**config.mk**
```make
export PLATFORM = sky130hd
export DESIGN_NAME = ddc_mix_dump
export DESIGN_NICKNAME = d
export VERILOG_FILES = /design/src/rtl/dqpsk_pkg.sv /design/src/rtl/cmplx_mix.sv /design/src/rtl/ddc_mix_dump.sv
export SDC_FILE = /design/constraint.sdc
export NUM_CORES = 1
export LEC_CHECK = 0
export ABC_AREA = 1
export CORE_ASPECT_RATIO = 0.6
export CORE_MARGIN = 2
export CORE_UTILIZATION = 50
export DETAILED_ROUTE_END_ITERATION = 10
export MAX_ROUTING_LAYER = met4
export PLACE_DENSITY_LB_ADDON = 0.3
export SLEW_MARGIN = 15
export SYNTH_ARGS = -nofsm -noshare
export SYNTH_HDL_FRONTEND = slang
export SYNTH_SLANG_ARGS = --single-unit
```
**constraint.sdc**
```tcl
create_clock -name clk -period 8.3 [get_ports clk]
set_input_delay 1.66 -clock clk [delete_from_list [all_inputs] [get_ports clk]]
set_output_delay 1.66 -clock clk [all_outputs]
set_load 0.05 [all_outputs]
```
**src/rtl/dqpsk_pkg.sv**
```systemverilog
// Shared widths and width-derivation helpers for the DQPSK demod datapath.
// No ports; imported by the mixer and integrate-and-dump stages.
package dqpsk_pkg;

  localparam int DIN_W_DEF = 8;
  localparam int NCO_W_DEF = 10;
  localparam int OUT_W_DEF = 16;

  function automatic int clog2(input int v);
    int r;
    r = 0;
    for (int i = 0; i < 31; i++)
      if ((1 << i) < v) r = i + 1;
    return r;
  endfunction

  function automatic int prod_w(input int dw,
                                input int nw);
    return dw + nw;
  endfunction

  function automatic int acc_w(input int pw,
                               input int n);
    return pw + clog2(n);
  endfunction

endpackage

```
**src/rtl/cmplx_mix.sv**
```systemverilog
// Registered signed mixer pair: pi = din*cos, pq = -(din*sin).
// Ports: clk/rst, en_i (accept), din_i, cos_i, sin_i -> pi_o, pq_o, pv_o.
module cmplx_mix
  import dqpsk_pkg::*;
#(
  parameter int DIN_W  = DIN_W_DEF,
  parameter int NCO_W  = NCO_W_DEF,
  parameter int PROD_W = prod_w(DIN_W, NCO_W)
) (
  input  logic                     clk,
  input  logic                     rst,
  input  logic                     en_i,
  input  logic signed [DIN_W-1:0]  din_i,
  input  logic signed [NCO_W-1:0]  cos_i,
  input  logic signed [NCO_W-1:0]  sin_i,
  output logic signed [PROD_W-1:0] pi_o,
  output logic signed [PROD_W-1:0] pq_o,
  output logic                     pv_o
);

  logic signed [PROD_W-1:0] pi_d, pi_q;
  logic signed [PROD_W-1:0] pq_d, pq_q;
  logic                     pv_q;

  // Full-precision products; the negated extreme still fits PROD_W.
  assign pi_d = din_i * cos_i;
  assign pq_d = -(din_i * sin_i);

  // pv marks a fresh product; held products are never re-accumulated.
  always_ff @(posedge clk or posedge rst) begin
    if (rst) begin
      pi_q <= '0;
      pq_q <= '0;
      pv_q <= 1'b0;
    end else begin
      pv_q <= en_i;
      if (en_i) begin
        pi_q <= pi_d;
        pq_q <= pq_d;
      end
    end
  end

  assign pi_o = pi_q;
  assign pq_o = pq_q;
  assign pv_o = pv_q;

endmodule

```
**src/rtl/ddc_mix_dump.sv**
```systemverilog
// Quadrature down-conversion plus integrate-and-dump over DUMP_LEN samples.
// Ports: din/nco inputs with valids, sync_clr -> i_out, q_out, dout_valid.
module ddc_mix_dump
  import dqpsk_pkg::*;
#(
  parameter int DIN_W    = DIN_W_DEF,
  parameter int NCO_W    = NCO_W_DEF,
  parameter int DUMP_LEN = 8,
  parameter int OUT_W    = OUT_W_DEF
) (
  input  logic                    clk,
  input  logic                    rst,
  input  logic signed [DIN_W-1:0] din,
  input  logic                    din_valid,
  input  logic signed [NCO_W-1:0] nco_cos,
  input  logic signed [NCO_W-1:0] nco_sin,
  input  logic                    nco_valid,
  input  logic                    sync_clr,
  output logic signed [OUT_W-1:0] i_out,
  output logic signed [OUT_W-1:0] q_out,
  output logic                    dout_valid
);

  localparam int PROD_W = prod_w(DIN_W, NCO_W);
  localparam int ACC_W  = acc_w(PROD_W, DUMP_LEN);
  localparam int CW     = clog2(DUMP_LEN);
  localparam logic [CW-1:0] LAST = CW'(DUMP_LEN - 1);

  logic signed [PROD_W-1:0] pi, pq;
  logic                     pv;

  cmplx_mix #(
    .DIN_W (DIN_W),
    .NCO_W (NCO_W)
  ) u_mix (
    .clk   (clk),
    .rst   (rst),
    .en_i  (din_valid & nco_valid),
    .din_i (din),
    .cos_i (nco_cos),
    .sin_i (nco_sin),
    .pi_o  (pi),
    .pq_o  (pq),
    .pv_o  (pv)
  );

  logic signed [ACC_W-1:0] acc_i_q, acc_q_q;
  logic signed [ACC_W-1:0] sum_i_d, sum_q_d;
  logic [CW-1:0]           cnt_q;
  logic signed [OUT_W-1:0] i_q, q_q;
  logic                    dv_q;
  logic                    dump_d;

  assign sum_i_d = acc_i_q
                 + {{(ACC_W-PROD_W){pi[PROD_W-1]}}, pi};
  assign sum_q_d = acc_q_q
                 + {{(ACC_W-PROD_W){pq[PROD_W-1]}}, pq};

  // sync_clr drops the pending product and any dump it would cause.
  assign dump_d = pv & ~sync_clr & (cnt_q == LAST);

  always_ff @(posedge clk or posedge rst) begin
    if (rst) begin
      acc_i_q <= '0;
      acc_q_q <= '0;
      cnt_q   <= '0;
      i_q     <= '0;
      q_q     <= '0;
      dv_q    <= 1'b0;
    end else begin
      dv_q <= dump_d;
      if (sync_clr) begin
        acc_i_q <= '0;
        acc_q_q <= '0;
        cnt_q   <= '0;
      end else if (dump_d) begin
        i_q     <= sum_i_d[ACC_W-1 -: OUT_W];
        q_q     <= sum_q_d[ACC_W-1 -: OUT_W];
        acc_i_q <= '0;
        acc_q_q <= '0;
        cnt_q   <= '0;
      end else if (pv) begin
        acc_i_q <= sum_i_d;
        acc_q_q <= sum_q_d;
        cnt_q   <= cnt_q + 1'b1;
      end
    end
  end

  assign i_out      = i_q;
  assign q_out      = q_q;
  assign dout_valid = dv_q;

endmodule

```
-- After elaboration in Yosys (flattened, before gate mapping)
Cells that the tools add are included.
- add/sub/neg operators: 4
- multipliers: 2
- equal/unequal tests: 1
- muxes and demuxes: 9
- bitwise logic cells: 4
- reductions and logical operators: 2
- operator list (operator ; count):
    21-bit two-way mux ; 6
    21-bit adder ; 2
    8-bit by 10-bit multiplier with 18-bit output ; 2
    18-bit negation ; 1
    3-bit two-way mux ; 3
    3-bit by 1-bit adder with 3-bit output (second input constant) ; 1
    1-bit bitwise AND ; 3
    3-bit equality test (second input constant) ; 1
    3-bit nonzero test ; 1
    2-bit AND reduction ; 1
    1-bit NOT ; 1
- register bits: 115
- input port bits: 33
- output and inout bits: 33

-- Depth between registers and ports, before layout
- depth after elaboration: 5
- gate-level depth with buffers: 23
- gate-level depth less buffers: 21

-- Cells and area by module
From an unflattened synthesis, not the netlist that was laid out.
- cell total of the unflattened synthesis: 1932
- area total of the unflattened synthesis: 13774.5 um^2
- by module, submodules not included (module ; times used ; cells an instance ; area each (um^2) ; sequential area each (um^2)):
    cmplx_mix ; 1 ; 1108 ; 8109.0 ; 925.9
    ddc_mix_dump ; 1 ; 824 ; 5665.4 ; 1951.9

-- Least setup slack after synthesis
No wires, ideal clock.
- path kind: input to register
- start: in din[0]
- end: reg u_mix.pq_q[17] (netlist: u_mix.pq_o[17])
- library setup time: 0.117 ns
- arrival time: 5.468 ns
- data required time: 8.183 ns
- path slack: 2.714 ns
- cell stages on the path: 18
- cells stage by stage: clkbuf_1 nand2_1 inv_1 fa_1 fa_1 fa_1 fa_1 inv_1 ha_1 ha_1 nand2_1 nor2_1 and2_1 nand2_1 nand2_1 nand2_1 nand3_1 nand2_1
- longest elaborated chain between the ends: 2
- RTL lines (item ; RTL line ; text):
    start: declaration ; ddc_mix_dump.sv:13 ; input logic signed [DIN_W-1:0] din,
    8-bit by 10-bit multiplier with 18-bit output ; cmplx_mix.sv:27 ; assign pq_d = -(din_i * sin_i);
    18-bit negation ; cmplx_mix.sv:27 ;
    end signal: assignment ; cmplx_mix.sv:39 ; pq_q <= pq_d;
    end: declaration ; cmplx_mix.sv:22 ; logic signed [PROD_W-1:0] pq_d, pq_q;
Every way passes these cells.
A chain may end at the register's enable or synchronous reset.

-- Final worst setup path
- start: in din[0]
- end: reg u_mix.pq_q[12] (netlist: u_mix.pq_o[12])
Same word-level chain as after synthesis.

==> results <==
- The first TritonRoute pass finished after 6 iterations.
- The most common flop cell mapped by yosys is sky130_fd_sc_hd__dfrtp_1.
- The startpoint of the lowest-slack hold path is q_out[10].
- Across the whole layout, storage elements account for ~2900 µm².
- The overall routing resource usage is 0.250.
- The power density normalized to cell area is between 300 and 400 nW/µm².
- After filler insertion, the fill cell instance count of the layout stands at between 2,000 and 3,000.
- The arrival time of the worst setup path is ~6.7 ns.
- The number of max-cap violations is 0.
- After detailed routing, the total wire length is approximately 33 mm.
- Of the available clock period, the critical path in the final layout requires 0.773.
- On the worst path, the slowest cell contributes a delay of 0.95 ns.
- The initial antenna violation count is 0.
- Counting flops and latches in the post-synthesis netlist gives around 120.
- In this run, synthesis inferred 0 flip-flops with an integrated enable.
- The worst setup path is captured at a flip-flop.
- The kind of cell with the highest combined delay along the critical path is adder cells.
- Walking the worst path, the cells encountered are clkdlybuf4s50_1 > nand2_1 > inv_1 > fa_1 > fa_1 > inv_1 > fa_1 > fa_1 > ha_1 > ha_1 > nand2_1 > nor2_1 > o21ai_0 > nand3_1 > nand2_1 > nand3_1 > nand2_1.
- The share of the Yosys chip area taken by registers is 0.209.
- Of the cells placed in the final design, the portion with a size suffix greater than 1 is 0.0320.
- The yosys synthesis warning count is 0.
- The worst-case IR drop observed on VDD is around 0.26 mV.
- The level count of the clock H-tree is 4.
- Post-CTS timing repair inserted 0 buffers for setup.
- The actual slew at the worst max-slew pin is 0.949 ns.
- The critical path start-end classification is input pin to flip-flop.
- Entering global routing, the biggest net connects ~90 pins.
- The least setup slack across all paths after layout is approximately 1.9 ns.
- Setup violations remaining at the end of the flow were counted as 0.
- The floorplan has 46 rows.
- The longest clock path from root to sink contains 2 buffers.
- Summing all multi-input logic gate instances after layout gives 9070 µm².
- Cell internal power was estimated by the tool at 0.00233 W.
- The maximum clock rate is about 0.16 GHz.
- For this configuration, the core starts out at a cell density of 0.515.
- The worst pin sits at a relative slew slack of 0.366.
- The floorplan step set the die width to approximately 220 µm.
- The synthesis-to-finish area growth is 10.8%.
- The final-report max-slew violation count was 0.
- The wire length of the first global-routing pass is between 50 and 60 mm.
- The first routing iteration left between 800 and 900 violations.
- The post-CTS resize count is 0.
- The number of different library cells used by synthesis comes to 39.
- The total die area is slightly below 30,000 µm².
- The share of total power in the clock network is 0.147.
- The share of total power in sequential cells is 0.160.
- The final hold violation count is 0.
- The total negative slack for setup checks is 0 ns.
- For this design the total switching power over the nets is between 0.002 and 0.0025 W.
- The total number of vias is ~12,000.
- OpenSTA, run right after detailed placement, puts the worst setup slack at approximately 1.5 ns.
- The root cell of the clock tree is sky130_fd_sc_hd__clkbuf_16.
- The number of antenna diodes in the final layout is 0.
- The post-detailed-route wirelength per cell is 13.9 µm.
- After clock tree synthesis, the clock-pin slew on the worst setup and hold paths is approximately 0.050 ns.
- Buffers inserted to repair hold after CTS numbered 0.
- The net count of the mapped netlist is 2,247.
- The time the worst path needs with I/O delays and setup is about 6.4 ns.
- The cell type of the slowest stage on the worst timing path is sky130_fd_sc_hd__clkdlybuf4s50_1.
- After technology mapping, the gate count stands at 1,958.
- The number of global-route vias before repair is approximately 12,000.
- Detailed placement ended at an HPWL of between 20 and 30 mm.
- The most frequent standard cell in the layout excluding fill and tap cells is sky130_fd_sc_hd__nand2_1.
- For this run the aggregate overflow at the end of global routing stands at 0.
- Buffers placed on the I/O ports in this run total 65.
- The reported leakage power is approximately 9 nW.
- The I/O pin total is 66.
- The run finished with clean final reports.
- Counting the buffers created by CTS gives 17.
- The die height is 133 µm.
- The count of nets left with antenna violations once routing finished came out at 0.
- For this run, design rule violations remaining after detail routing come to 0.
- Counting both buffers and inverters, the worst setup path holds a total of 3.
- The core region is about 27,000 µm².
- The top cell types in the final layout, fill and taps aside, are 688 x sky130_fd_sc_hd__nand2_1, 414 x sky130_fd_sc_hd__inv_1, 130 x sky130_fd_sc_hd__fa_1, 126 x sky130_fd_sc_hd__ha_1, 122 x sky130_fd_sc_hd__nand3_1.
- Of all nets on the critical path, the largest fanout is 20.
- On the final layout, the worst clock skew is a little over 0.006 ns.
- The worst flop-to-flop path startpoint is cnt_q[0].
- The worst setup path is launched from an input pin.
- Using the TritonRoute via totals, the vias-per-cell ratio works out to roughly 5.1.
- TritonCTS built the clock tree.
- The fraction of power spent switching nets is 0.510.
- Clock latency on the worst-skew pair, taken at its later pin, is approximately 0.42 ns.
- Setup repair after global routing left no endpoint under its margin.
- The path type of the worst min-delay path is flip-flop to flip-flop.
- The proportion of register bits with asynchronous set or reset after synthesis is 1.00.
- The critical path data required time is 8.60 ns.
- A synthesized cell averages 7.03 µm².
- Of the total power, combinational logic draws 0.693.
- The number of clock sinks seen by CTS is about 120.
- The critical path startpoint is din[0].
- The global placement routability congestion is about 0.99.
- The summed instance area of the synthesized netlist is approximately 14,000 µm².
- In the final design database the tool counted 2,280 nets.
[power groups by stage]
stage	Combinational, W	Sequential [W]	Clock, W
finish	0.00330	0.000762	0.000699
global route	0.00383	0.000774	0.000739
CTS	0.00328	0.000763	0.000714
detailed placement	0.00326	0.000771	0
global placement	0.00319	0.000771	0
floorplan	0.00256	0.000732	0
[layer usage]
layer	up-vias	global-route usage	routed length [µm]
met5	-	-	0
met4	0	0.0359	220
met3	25	0.0428	2160
met2	357	0.369	14100
met1	5667	0.368	16300
li1	5964	-	-
[path summary, 6_finish.rpt]
| check | depth (start not counted) | slack, ns | end |
|---|---|---|---|
| setup / recovery | 17 | 1.88 | u_mix.pq_o[12] |
| hold / removal | 2 | 0.48 | q_out[10] |
| setup reg to reg | 8 | 6.02 | q_out[8] |
| hold reg to reg | 2 | 0.48 | q_out[10] |
| max in group asynchronous | 3 | 5.66 | u_mix.pq_o[11] |
| min in group asynchronous | 2 | 1.56 | dout_valid |
[synth_stat cells, types with 2 or more instances]
library cell | number | share of area
sky130_fd_sc_hd__or2_1 | 3 | 0.0014
sky130_fd_sc_hd__o211ai_1 | 2 | 0.0011
sky130_fd_sc_hd__inv_1 | 415 | 0.11
sky130_fd_sc_hd__nand2_2 | 5 | 0.0023
sky130_fd_sc_hd__nand3b_1 | 24 | 0.013
sky130_fd_sc_hd__a32o_1 | 3 | 0.0022
sky130_fd_sc_hd__nand3_1 | 122 | 0.044
sky130_fd_sc_hd__dfrtp_1 | 115 | 0.21
sky130_fd_sc_hd__buf_2 | 5 | 0.0018
sky130_fd_sc_hd__o21ai_0 | 33 | 0.012
sky130_fd_sc_hd__nor2_2 | 3 | 0.0014
sky130_fd_sc_hd__nand4_1 | 17 | 0.0077
sky130_fd_sc_hd__ha_1 | 126 | 0.11
sky130_fd_sc_hd__a21oi_2 | 2 | 0.0013
sky130_fd_sc_hd__nand2_1 | 688 | 0.19
sky130_fd_sc_hd__o21ai_2 | 3 | 0.0019
sky130_fd_sc_hd__xor2_1 | 11 | 0.0070
sky130_fd_sc_hd__a21o_1 | 2 | 0.0011
sky130_fd_sc_hd__clkbuf_2 | 17 | 0.0062
sky130_fd_sc_hd__o21bai_1 | 3 | 0.0016
sky130_fd_sc_hd__fa_1 | 130 | 0.19
sky130_fd_sc_hd__a21oi_1 | 43 | 0.016
sky130_fd_sc_hd__nor3_1 | 6 | 0.0022
sky130_fd_sc_hd__clkbuf_4 | 3 | 0.0016
sky130_fd_sc_hd__a22o_1 | 5 | 0.0032
sky130_fd_sc_hd__or2_2 | 7 | 0.0032
sky130_fd_sc_hd__xnor2_1 | 13 | 0.0083
sky130_fd_sc_hd__a31oi_1 | 5 | 0.0023
sky130_fd_sc_hd__nor2_1 | 103 | 0.028
sky130_fd_sc_hd__and2_1 | 3 | 0.0014
sky130_fd_sc_hd__clkbuf_1 | 31 | 0.0085
sky130_fd_sc_hd__nand3_2 | 3 | 0.0022
[metrics by stage]
| stage | cell area [µm²] | hold slack (ns) | power [W] | instances | utilization |
|---|---|---|---|---|---|
| 4_1_cts | 15200 | 0.484 | 0.00475 | 2362 | 0.570 |
| 5_1_grt | 15300 | 0.495 | 0.00534 | 2363 | 0.571 |
| 2_1_floorplan | 13800 | 0.446 | 0.00330 | 1958 | - |
| 3_3_place_gp | 14700 | 0.457 | 0.00396 | 2331 | 0.549 |
| 6_report | 15300 | 0.478 | 0.00476 | 2363 | 0.571 |
| 3_5_place_dp | 14700 | 0.466 | 0.00403 | 2331 | 0.549 |
[cell families (layout without fill, tap and decap cells)]
logic type | after synthesis | in the layout | synth area share
simple gates | 988 | 988 | 0.297
buf+inv | 473 | 518 | 0.132
fa+ha+maj | 256 | 256 | 0.304
flops | 115 | 115 | 0.209
compound gates | 102 | 102 | 0.0426
xor+xnor | 24 | 24 | 0.0153
[state kept, by name, summed over array words and instances (netlist names)]
name        count
u_mix.pi_o     18
q_out          16
u_mix.pq_o     18
u_mix.pv_o      1
cnt_q           3
dout_valid      1
i_out          16
acc_i_q        21
acc_q_q        21
[worst register-to-register path, stage by stage (launching register included)]
cell and delay (ns):
sky130_fd_sc_hd__dfrtp_1 0.39, sky130_fd_sc_hd__ha_1 0.20, sky130_fd_sc_hd__ha_1 0.20, sky130_fd_sc_hd__nand3_1 0.08, sky130_fd_sc_hd__buf_4 0.34, sky130_fd_sc_hd__inv_1 0.40
sky130_fd_sc_hd__buf_4 0.34, sky130_fd_sc_hd__nand3_1 0.14, sky130_fd_sc_hd__nand2_1 0.06
[final cells by class]
| cell class | instances | share of cell area |
|---|---|---|
| clock inverter | 13 | 0.00910 |
| multi-input combinational | 1370 | 0.595 |
| clock buffer | 18 | 0.0281 |
| timing repair buffer | 71 | 0.0472 |
| inverter | 416 | 0.103 |
| tap | 360 | 0.0295 |
| sequential | 115 | 0.189 |
(Power assumes the default switching activity.)
